### src/rtl/instr_fetch_unit.sv
// Instruction fetch stage: PC, single-outstanding imem reads, valid/ready IR.
// Optional HALT on type 2'b11 when IFU_HALT_EN is defined.
module instr_fetch_unit #(
  parameter int              ADDR_W      = 32,
  parameter int              INSTR_W     = 32,
  parameter int              INSTR_BYTES = 4,
  parameter logic [ADDR_W-1:0] RESET_PC  = '0
) (
  input  logic               clk,
  input  logic               rst,
  output logic               imem_req,
  output logic [ADDR_W-1:0]  imem_addr,
  input  logic               imem_rvalid,
  input  logic [INSTR_W-1:0] imem_rdata,
  output logic               if_valid,
  input  logic               if_ready,
  output logic [INSTR_W-1:0] instr,
  output logic [1:0]         instruction_type,
  output logic [4:0]         func,
  output logic [ADDR_W-1:0]  pc_out,
  input  logic               redirect_valid,
  input  logic [ADDR_W-1:0]  redirect_pc,
  output logic               halted
);

`ifdef IFU_HALT_EN
  typedef enum logic [2:0] {IDLE, REQ, WAIT, HOLD, HALT} state_t;
`else
  typedef enum logic [2:0] {IDLE, REQ, WAIT, HOLD} state_t;
`endif

  state_t             state_q, state_d;
  logic [ADDR_W-1:0]  pc_q, pc_d;
  logic               drop_q, drop_d;
  logic               req_q, req_d;
  logic [ADDR_W-1:0]  addr_q, addr_d;
  logic               vld_q, vld_d;
  logic [INSTR_W-1:0] instr_q, instr_d;
  logic [ADDR_W-1:0]  pco_q, pco_d;
`ifdef IFU_HALT_EN
  logic               halt_q, halt_d;
`endif

  always_comb begin
    state_d = state_q;
    pc_d    = pc_q;
    drop_d  = drop_q;
    vld_d   = vld_q;
    instr_d = instr_q;
    pco_d   = pco_q;
`ifdef IFU_HALT_EN
    halt_d  = halt_q;
`endif
    case (state_q)
      IDLE: begin
        state_d = REQ;
        if (redirect_valid) pc_d = redirect_pc;
      end
      REQ: begin
        state_d = WAIT;
        // a stale response can land here after a redirect re-issue
        if (imem_rvalid && drop_q) drop_d = 1'b0;
        if (redirect_valid) begin
          pc_d    = redirect_pc;
          drop_d  = 1'b1;
          state_d = REQ;
        end
      end
      WAIT: begin
        if (redirect_valid) begin
          pc_d    = redirect_pc;
          drop_d  = !imem_rvalid;
          state_d = REQ;
        end else if (imem_rvalid) begin
          if (drop_q) begin
            drop_d  = 1'b0;
            state_d = REQ;
          end else begin
            instr_d = imem_rdata;
            pco_d   = pc_q;
            pc_d    = pc_q + ADDR_W'(INSTR_BYTES);
            vld_d   = 1'b1;
            state_d = HOLD;
          end
        end
      end
      HOLD: begin
        if (redirect_valid) begin
          vld_d   = 1'b0;
          pc_d    = redirect_pc;
          state_d = REQ;
        end else if (if_ready) begin
          vld_d   = 1'b0;
          state_d = REQ;
`ifdef IFU_HALT_EN
          if (instr_q[INSTR_W-1 -: 2] == 2'b11) begin
            state_d = HALT;
            halt_d  = 1'b1;
          end
`endif
        end
      end
`ifdef IFU_HALT_EN
      HALT: begin
        if (redirect_valid) begin
          pc_d    = redirect_pc;
          halt_d  = 1'b0;
          state_d = REQ;
        end
      end
`endif
      default: state_d = IDLE;
    endcase
    req_d  = (state_d == REQ);
    addr_d = req_d ? pc_d : '0;
  end

  always_ff @(posedge clk or posedge rst) begin
    if (rst) begin
      state_q <= IDLE;
      pc_q    <= RESET_PC;
      drop_q  <= 1'b0;
      req_q   <= 1'b0;
      addr_q  <= '0;
      vld_q   <= 1'b0;
      instr_q <= '0;
      pco_q   <= '0;
`ifdef IFU_HALT_EN
      halt_q  <= 1'b0;
`endif
    end else begin
      state_q <= state_d;
      pc_q    <= pc_d;
      drop_q  <= drop_d;
      req_q   <= req_d;
      addr_q  <= addr_d;
      vld_q   <= vld_d;
      instr_q <= instr_d;
      pco_q   <= pco_d;
`ifdef IFU_HALT_EN
      halt_q  <= halt_d;
`endif
    end
  end

  assign imem_req         = req_q;
  assign imem_addr        = addr_q;
  assign if_valid         = vld_q;
  assign instr            = instr_q;
  assign instruction_type = instr_q[INSTR_W-1 -: 2];
  assign func             = instr_q[INSTR_W-3 -: 5];
  assign pc_out           = pco_q;
`ifdef IFU_HALT_EN
  assign halted           = halt_q;
`else
  assign halted           = 1'b0;
`endif

endmodule

### config.mk
export PLATFORM = sky130hd
export DESIGN_NAME = instr_fetch_unit
export DESIGN_NICKNAME = d
export VERILOG_FILES = /design/src/rtl/instr_fetch_unit.sv
export SDC_FILE = /design/constraint.sdc
export NUM_CORES = 1
export LEC_CHECK = 0
export CAP_MARGIN = 30
export CELL_PAD_IN_SITES_DETAIL_PLACEMENT = 0
export CELL_PAD_IN_SITES_GLOBAL_PLACEMENT = 1
export CORE_MARGIN = 2
export CORE_UTILIZATION = 40
export DETAILED_ROUTE_END_ITERATION = 10
export PLACE_DENSITY_LB_ADDON = 0.1
export RECOVER_POWER = 50
export SLEW_MARGIN = 10
export SYNTH_ARGS = -nofsm -noshare
export SYNTH_HDL_FRONTEND = slang
export SYNTH_SLANG_ARGS = --single-unit
### constraint.sdc
create_clock -name clk -period 12.8 [get_ports clk]
set_input_delay 2.56 -clock clk [delete_from_list [all_inputs] [get_ports clk]]
set_output_delay 2.56 -clock clk [all_outputs]
set_load 0.01 [all_outputs]
Word-level counts from Yosys, hierarchy flattened

Cells that the tools add are included.

Flip-flop bits (word level): 134
Output and inout port bits: 106

$add $sub $neg: 1
Equality and inequality tests: 10
Multiplexer cells: 24
Bitwise gates (word level): 2
Reduce and logical (&&, ||, !) cells: 9

Operator list:

| kind                  | count |
|---|---|
| $mux 32               | 5 |
| $pmux 32 s2           | 1 |
| $add 32x3->32 const B | 1 |
| $mux 3                | 4 |
| $pmux 3 s4            | 1 |
| $mux 1                | 9 |
| $ne 3x3->1 const B    | 3 |
| $eq 3x1->1 const B    | 2 |
| $eq 3x2->1 const B    | 2 |
| $ne 2x2->1 const B    | 3 |
| $reduce_and 5->1      | 1 |
| $mux 2                | 2 |
| $pmux 1 s2            | 2 |
| $reduce_and 4->1      | 1 |
| $reduce_bool 2->1     | 2 |
| $logic_not 3->1       | 1 |
| $reduce_and 3->1      | 1 |
| $reduce_or 3->1       | 1 |
| $not 1->1             | 2 |
| $logic_and 1x1->1     | 1 |
| $logic_not 1->1       | 1 |

Longest topological paths before layout

Depth after elaboration: 6
Depth in mapped cells: 8

Worst setup path after synthesis

Ideal clock, no wire load.

Kind: input -> register
Start: input imem_rvalid
End: register addr_q[21] (netlist: imem_addr[21])
Setup time: 0.122 ns
Data arrival time: 3.977 ns
Required time: 12.678 ns
Path slack: 8.701 ns
Stages: 6
Cell sequence: buf_2 > nand4b_2 > nor4_4 > nand3_1 > or4_1 > o2111a_1

Cells in the longest elaborated chain, start to end: 5
Elaborated cells between the ends (all ways): 8

RTL lines:

| element              | RTL line | text |
|---|---|---|
| from (decl)          | 13       | `input logic imem_rvalid,` |
| $mux 3               | 74       | `end else if (imem_rvalid) begin` |
| $mux 3               | 70       | `if (redirect_valid) begin` |
| $pmux 3 s4           | 54       | `case (state_q)` |
| $eq 3x1->1           | 114      | `req_d = (state_d == REQ);` |
| $mux 32 (*)          | 115      | `addr_d = req_d ? pc_d : '0;` |
| net addr_d[21]       | 36       | `logic [ADDR_W-1:0] addr_q, addr_d;` |
| to (signal assigned) | 136      | `addr_q <= addr_d;` |
| to (decl)            | 36       |  |

The timed path passes the listed nets; every way through them passes the cells marked *.
A chain may end at the register's enable or synchronous reset.

==> results.sh <==
export IMPL_cts_buffers=17
export IMPL_synth_seq_cells=134
export IMPL_final_layout_size_suffix_gt1_frac=0.1186
export IMPL_critPathRequiredTime_ns=12.58
export IMPL_vias_in_the_first_global_route=4859
export IMPL_post_dp_hpwl_um=11160
export IMPL_clk_root_buffer_cell="sky130_fd_sc_hd__clkbuf_16"
export IMPL_finalWirelength_um=16420
export IMPL_dr_first_iter_drc_count=333
export IMPL_antenna_found_initial=0
export IMPL_worst_skew_pair_late_latency_ns=0.41
export IMPL_hold_path_class="reg2reg"
export IMPL_slew_at_the_pin_closest_to_its_max_slew_limit_ns=3.252
export IMPL_post_synth_fa_ha_maj_area_fraction=0.002073
export IMPL_ys_flop_type="sky130_fd_sc_hd__dfrtp_1"
export IMPL_drtAntennaViolNets=0
export IMPL_fin_max_slew_vios=175
export IMPL_ys_async_sr_fraction=1.000
export IMPL_routed_wire_length_per_instance_um=18.40
export IMPL_violations="capacitance limit, slew limit"
export IMPL_max_freq_mhz=127.7
export IMPL_detail_route_vias_per_cell=5.446
export IMPL_antennaDiodeCount=0
export IMPL_setup_repair_after_global_routing_missed_its_margin="no"
export IMPL_grt_pass1_wl_um=26100
export IMPL_grt_met1_usage=0.2814
export IMPL_die_w_um=126.8
export IMPL_die_height_um=126.8
export IMPL_leakage_uw=0.003897
export IMPL_post_synth_mux_area_share=0.1167
export IMPL_clk_pin_slew_worst_paths_ns=0.05
export IMPL_grt_overflow=0
export IMPL_yosysSeqAreaShare=0.5556
export IMPL_worstSetupEndpointType="async pin"
export IMPL_ir_drop_uv=85.12
export IMPL_final_setup_skew_ns=0.008106
export IMPL_post_synth_and_or_nand_nor_area_fraction=0.1598
export IMPL_setup_worst_path_start_class="input port"
export IMPL_drt_pre_antenna_iters=5
export IMPL_timing_final_crit_share=0.6119
export IMPL_preCtsSetupSlack_ns=7.293
export IMPL_cts_resized=0
export IMPL_yosys_area_share_xor_xnor=0.004353
export IMPL_use_met2=0.3270
export IMPL_type_of_the_setup_path_with_the_least_slack="in2async"
export IMPL_yosys_warnings=0
export IMPL_grt_total_usage=0.2079
export IMPL_finalHoldViolCount=0
export IMPL_report_final_setup_viol=0
export IMPL_max_cap_viol_count=3
export IMPL_synth_compound_area_share=0.1209
export IMPL_drc=0
export IMPL_finalNetCount=767
export IMPL_top_usage_layer="met2"
export IMPL_synth_enable_flop_cells=0
export IMPL_area_delta_synth_final_pct=39.16
export IMPL_fillerInstances=1245
export IMPL_synth_cell_type_count=67
export IMPL_final_weighted_congestion_of_routability_driven_global_placement=0.7958
export IMPL_groute_layer_met3_usage=0.05483
export IMPL_p_per_area_mw_per_mm2=145.0
export IMPL_htree_num_levels=4
export IMPL_mappedNetlistArea_mm2=0.006036
export IMPL_clock_tree_from_tritoncts="yes"
export IMPL_largest_net_degree_at_the_start_of_global_routing=71
export IMPL_number_of_hold_buffers_added_after_cts=0
export IMPL_max_buffers_root_to_sink=2
export IMPL_core_area_mm2=0.01464
export IMPL_run_status="finished with violations"
export IMPL_buffer_ports_inserted=173
export IMPL_stdcell_count=892
export IMPL_post_place_cells=861
export IMPL_pin_count=175
export IMPL_clock_sinks=134
export IMPL_slew_headroom=-1.168
export IMPL_utilization_of_the_core_after_routing=0.5736
export IMPL_synth_avg_cell_area_um2=11.22
export IMPL_largest_family_of_logic_cells_by_synthesized_area="simple AND/OR/NAND/NOR gates"
export IMPL_crit_path_max_fanout=65
export IMPL_synthesis_instances=538
export IMPL_fin_ws_ns=4.968
export IMPL_fin_setup_tns_ns=0
export IMPL_total_setup_buffers_inserted_after_cts=0
export IMPL_crit_arrival_ns=7.62
export IMPL_num_vias=4858
export IMPL_number_of_placement_rows=44
export IMPL_initial_core_util=0.4122
export IMPL_die_area_mm2=0.01609
export IMPL_final_period_minus_worst_setup_slack_ns=7.832
[final cells by class]
type | count | area [um2] | share of cell area
timing repair buffer | 181 | 1778 | 0.2117
tap | 184 | 230.2 | 0.02741
sequential | 134 | 3353 | 0.3992
multi-input combinational | 351 | 2447 | 0.2914
inverter | 12 | 46.29 | 0.005512
clock inverter | 4 | 45.04 | 0.005363
clock buffer | 26 | 499.2 | 0.05944
[Yosys cell counts (2+ instances only)]
| master | n | share of area |
|---|---|---|
| sky130_fd_sc_hd__and2_1 | 16 | 0.017 |
| sky130_fd_sc_hd__buf_4 | 8 | 0.010 |
| sky130_fd_sc_hd__o21ai_0 | 16 | 0.013 |
| sky130_fd_sc_hd__clkbuf_1 | 21 | 0.013 |
| sky130_fd_sc_hd__a2bb2oi_1 | 2 | 0.0029 |
| sky130_fd_sc_hd__nor4_1 | 3 | 0.0031 |
| sky130_fd_sc_hd__nor2_1 | 28 | 0.017 |
| sky130_fd_sc_hd__mux2_2 | 41 | 0.076 |
| sky130_fd_sc_hd__o31a_1 | 2 | 0.0029 |
| sky130_fd_sc_hd__or2_2 | 2 | 0.0021 |
| sky130_fd_sc_hd__o22ai_1 | 6 | 0.0062 |
| sky130_fd_sc_hd__nand2_1 | 39 | 0.024 |
| sky130_fd_sc_hd__nand4_1 | 13 | 0.013 |
| sky130_fd_sc_hd__nand3b_1 | 3 | 0.0037 |
| sky130_fd_sc_hd__a211oi_1 | 4 | 0.0050 |
| sky130_fd_sc_hd__xnor2_1 | 2 | 0.0029 |
| sky130_fd_sc_hd__a22oi_1 | 13 | 0.016 |
| sky130_fd_sc_hd__dfrtp_1 | 134 | 0.56 |
| sky130_fd_sc_hd__buf_1 | 6 | 0.0037 |
| sky130_fd_sc_hd__buf_2 | 7 | 0.0058 |
| sky130_fd_sc_hd__nand2b_1 | 3 | 0.0031 |
| sky130_fd_sc_hd__mux2i_1 | 4 | 0.0066 |
| sky130_fd_sc_hd__and4_1 | 2 | 0.0029 |
| sky130_fd_sc_hd__nand3_1 | 27 | 0.022 |
| sky130_fd_sc_hd__or3_1 | 6 | 0.0062 |
| sky130_fd_sc_hd__or4_1 | 2 | 0.0025 |
| sky130_fd_sc_hd__and3_1 | 6 | 0.0062 |
| sky130_fd_sc_hd__a311oi_1 | 3 | 0.0044 |
| sky130_fd_sc_hd__o2bb2ai_1 | 5 | 0.0073 |
| sky130_fd_sc_hd__o21ai_1 | 6 | 0.0050 |
| sky130_fd_sc_hd__inv_1 | 12 | 0.0075 |
| sky130_fd_sc_hd__o211ai_1 | 2 | 0.0025 |
| sky130_fd_sc_hd__nor2b_1 | 3 | 0.0031 |
| sky130_fd_sc_hd__mux2_1 | 18 | 0.034 |
| sky130_fd_sc_hd__a31oi_1 | 18 | 0.019 |
| sky130_fd_sc_hd__a21oi_1 | 16 | 0.013 |
| sky130_fd_sc_hd__nor3_1 | 9 | 0.0075 |
[kinds of logic (layout without fill, tap and decap cells)]
| kind of cell | Yosys count | after routing |
|---|---|---|
| other | 1 | 2 |
| flip-flops | 134 | 134 |
| XOR/XNOR | 3 | 3 |
| adder cells (fa/ha/maj) | 1 | 1 |
| AND/OR/NAND/NOR | 174 | 174 |
| buffers and inverters | 54 | 223 |
| AO/OA/AOI/OAI | 108 | 108 |
| multiplexers | 63 | 63 |
[stage by stage]
step	cell area (um2)	total power [uW]	hold WS (ns)
5_1_grt	8399	1277	0.5039
3_5_place_dp	7860	795.5	0.4770
2_1_floorplan	6040	649.3	0.4566
4_1_cts	8404	1249	0.4890
3_3_place_gp	7855	788.4	0.4638
6_report	8399	1218	0.4790
[worst max-delay path, cell delays in order]
cell and delay [ns]:
sky130_fd_sc_hd__dlygate4sd3_1 0.55, sky130_fd_sc_hd__clkinvlp_2 1.58, sky130_fd_sc_hd__clkbuf_1 0.51, sky130_fd_sc_hd__clkbuf_1 2.33
[power breakdown]
group / total [uW] / leakage, uW / switching, uW / internal [uW]
combinational: 239 / 0.00189 / 108 / 131
sequential: 530 / 0.00174 / 47.0 / 483
clock: 449 / 0.000270 / 165 / 285
total: 1220 / 0.00390 / 320 / 898
[registers in the layout, indices dropped and copies added, names as in the netlist]
register	count
imem_addr	32
instr	32
pc_out	32
pc_q	32
state_q	3
drop_q	1
if_valid	1
imem_req	1
[final timing paths]
check | start | end | slack (ns) | cells after the start
max reg2reg | state_q[2] | imem_addr[3] | 9.90 | 6
min reg2reg | pc_out[18] | pc_out[18] | 0.48 | 2
min | pc_out[18] | pc_out[18] | 0.48 | 2
max in group clk | redirect_valid | imem_addr[21] | 6.51 | 7
min in group asynchronous | rst | instr[31] | 3.40 | 2
max | rst | imem_addr[27] | 4.97 | 4
[per-layer routing]
layer / vias to the layer above / part of all wire / routed length [um]
li1: 2284 / - / -
met1: 2375 / 0.45 / 7417
met2: 183 / 0.48 / 7896
met3: 16 / 0.057 / 934
met4: 0 / 0.010 / 167
met5: - / 0 / 0
[layout by cell type, fill, tap and decap left out, types with 16 or more instances in the layout]
| master | synthesis | final |
|---|---|---|
| sky130_fd_sc_hd__dlygate4sd3_1 | 0 | 96 |
| sky130_fd_sc_hd__mux2_2 | 41 | 41 |
| sky130_fd_sc_hd__a21oi_1 | 16 | 16 |
| sky130_fd_sc_hd__nand2_1 | 39 | 38 |
| sky130_fd_sc_hd__a31oi_1 | 18 | 18 |
| sky130_fd_sc_hd__and2_1 | 16 | 16 |
| sky130_fd_sc_hd__nand3_1 | 27 | 27 |
| sky130_fd_sc_hd__clkbuf_16 | 0 | 17 |
| sky130_fd_sc_hd__dfrtp_1 | 134 | 134 |
| sky130_fd_sc_hd__nor2_1 | 28 | 28 |
| sky130_fd_sc_hd__clkdlybuf4s50_1 | 0 | 77 |
| sky130_fd_sc_hd__o21ai_0 | 16 | 16 |
| sky130_fd_sc_hd__mux2_1 | 18 | 18 |
Note: power is estimated with default switching activity, not from simulation.
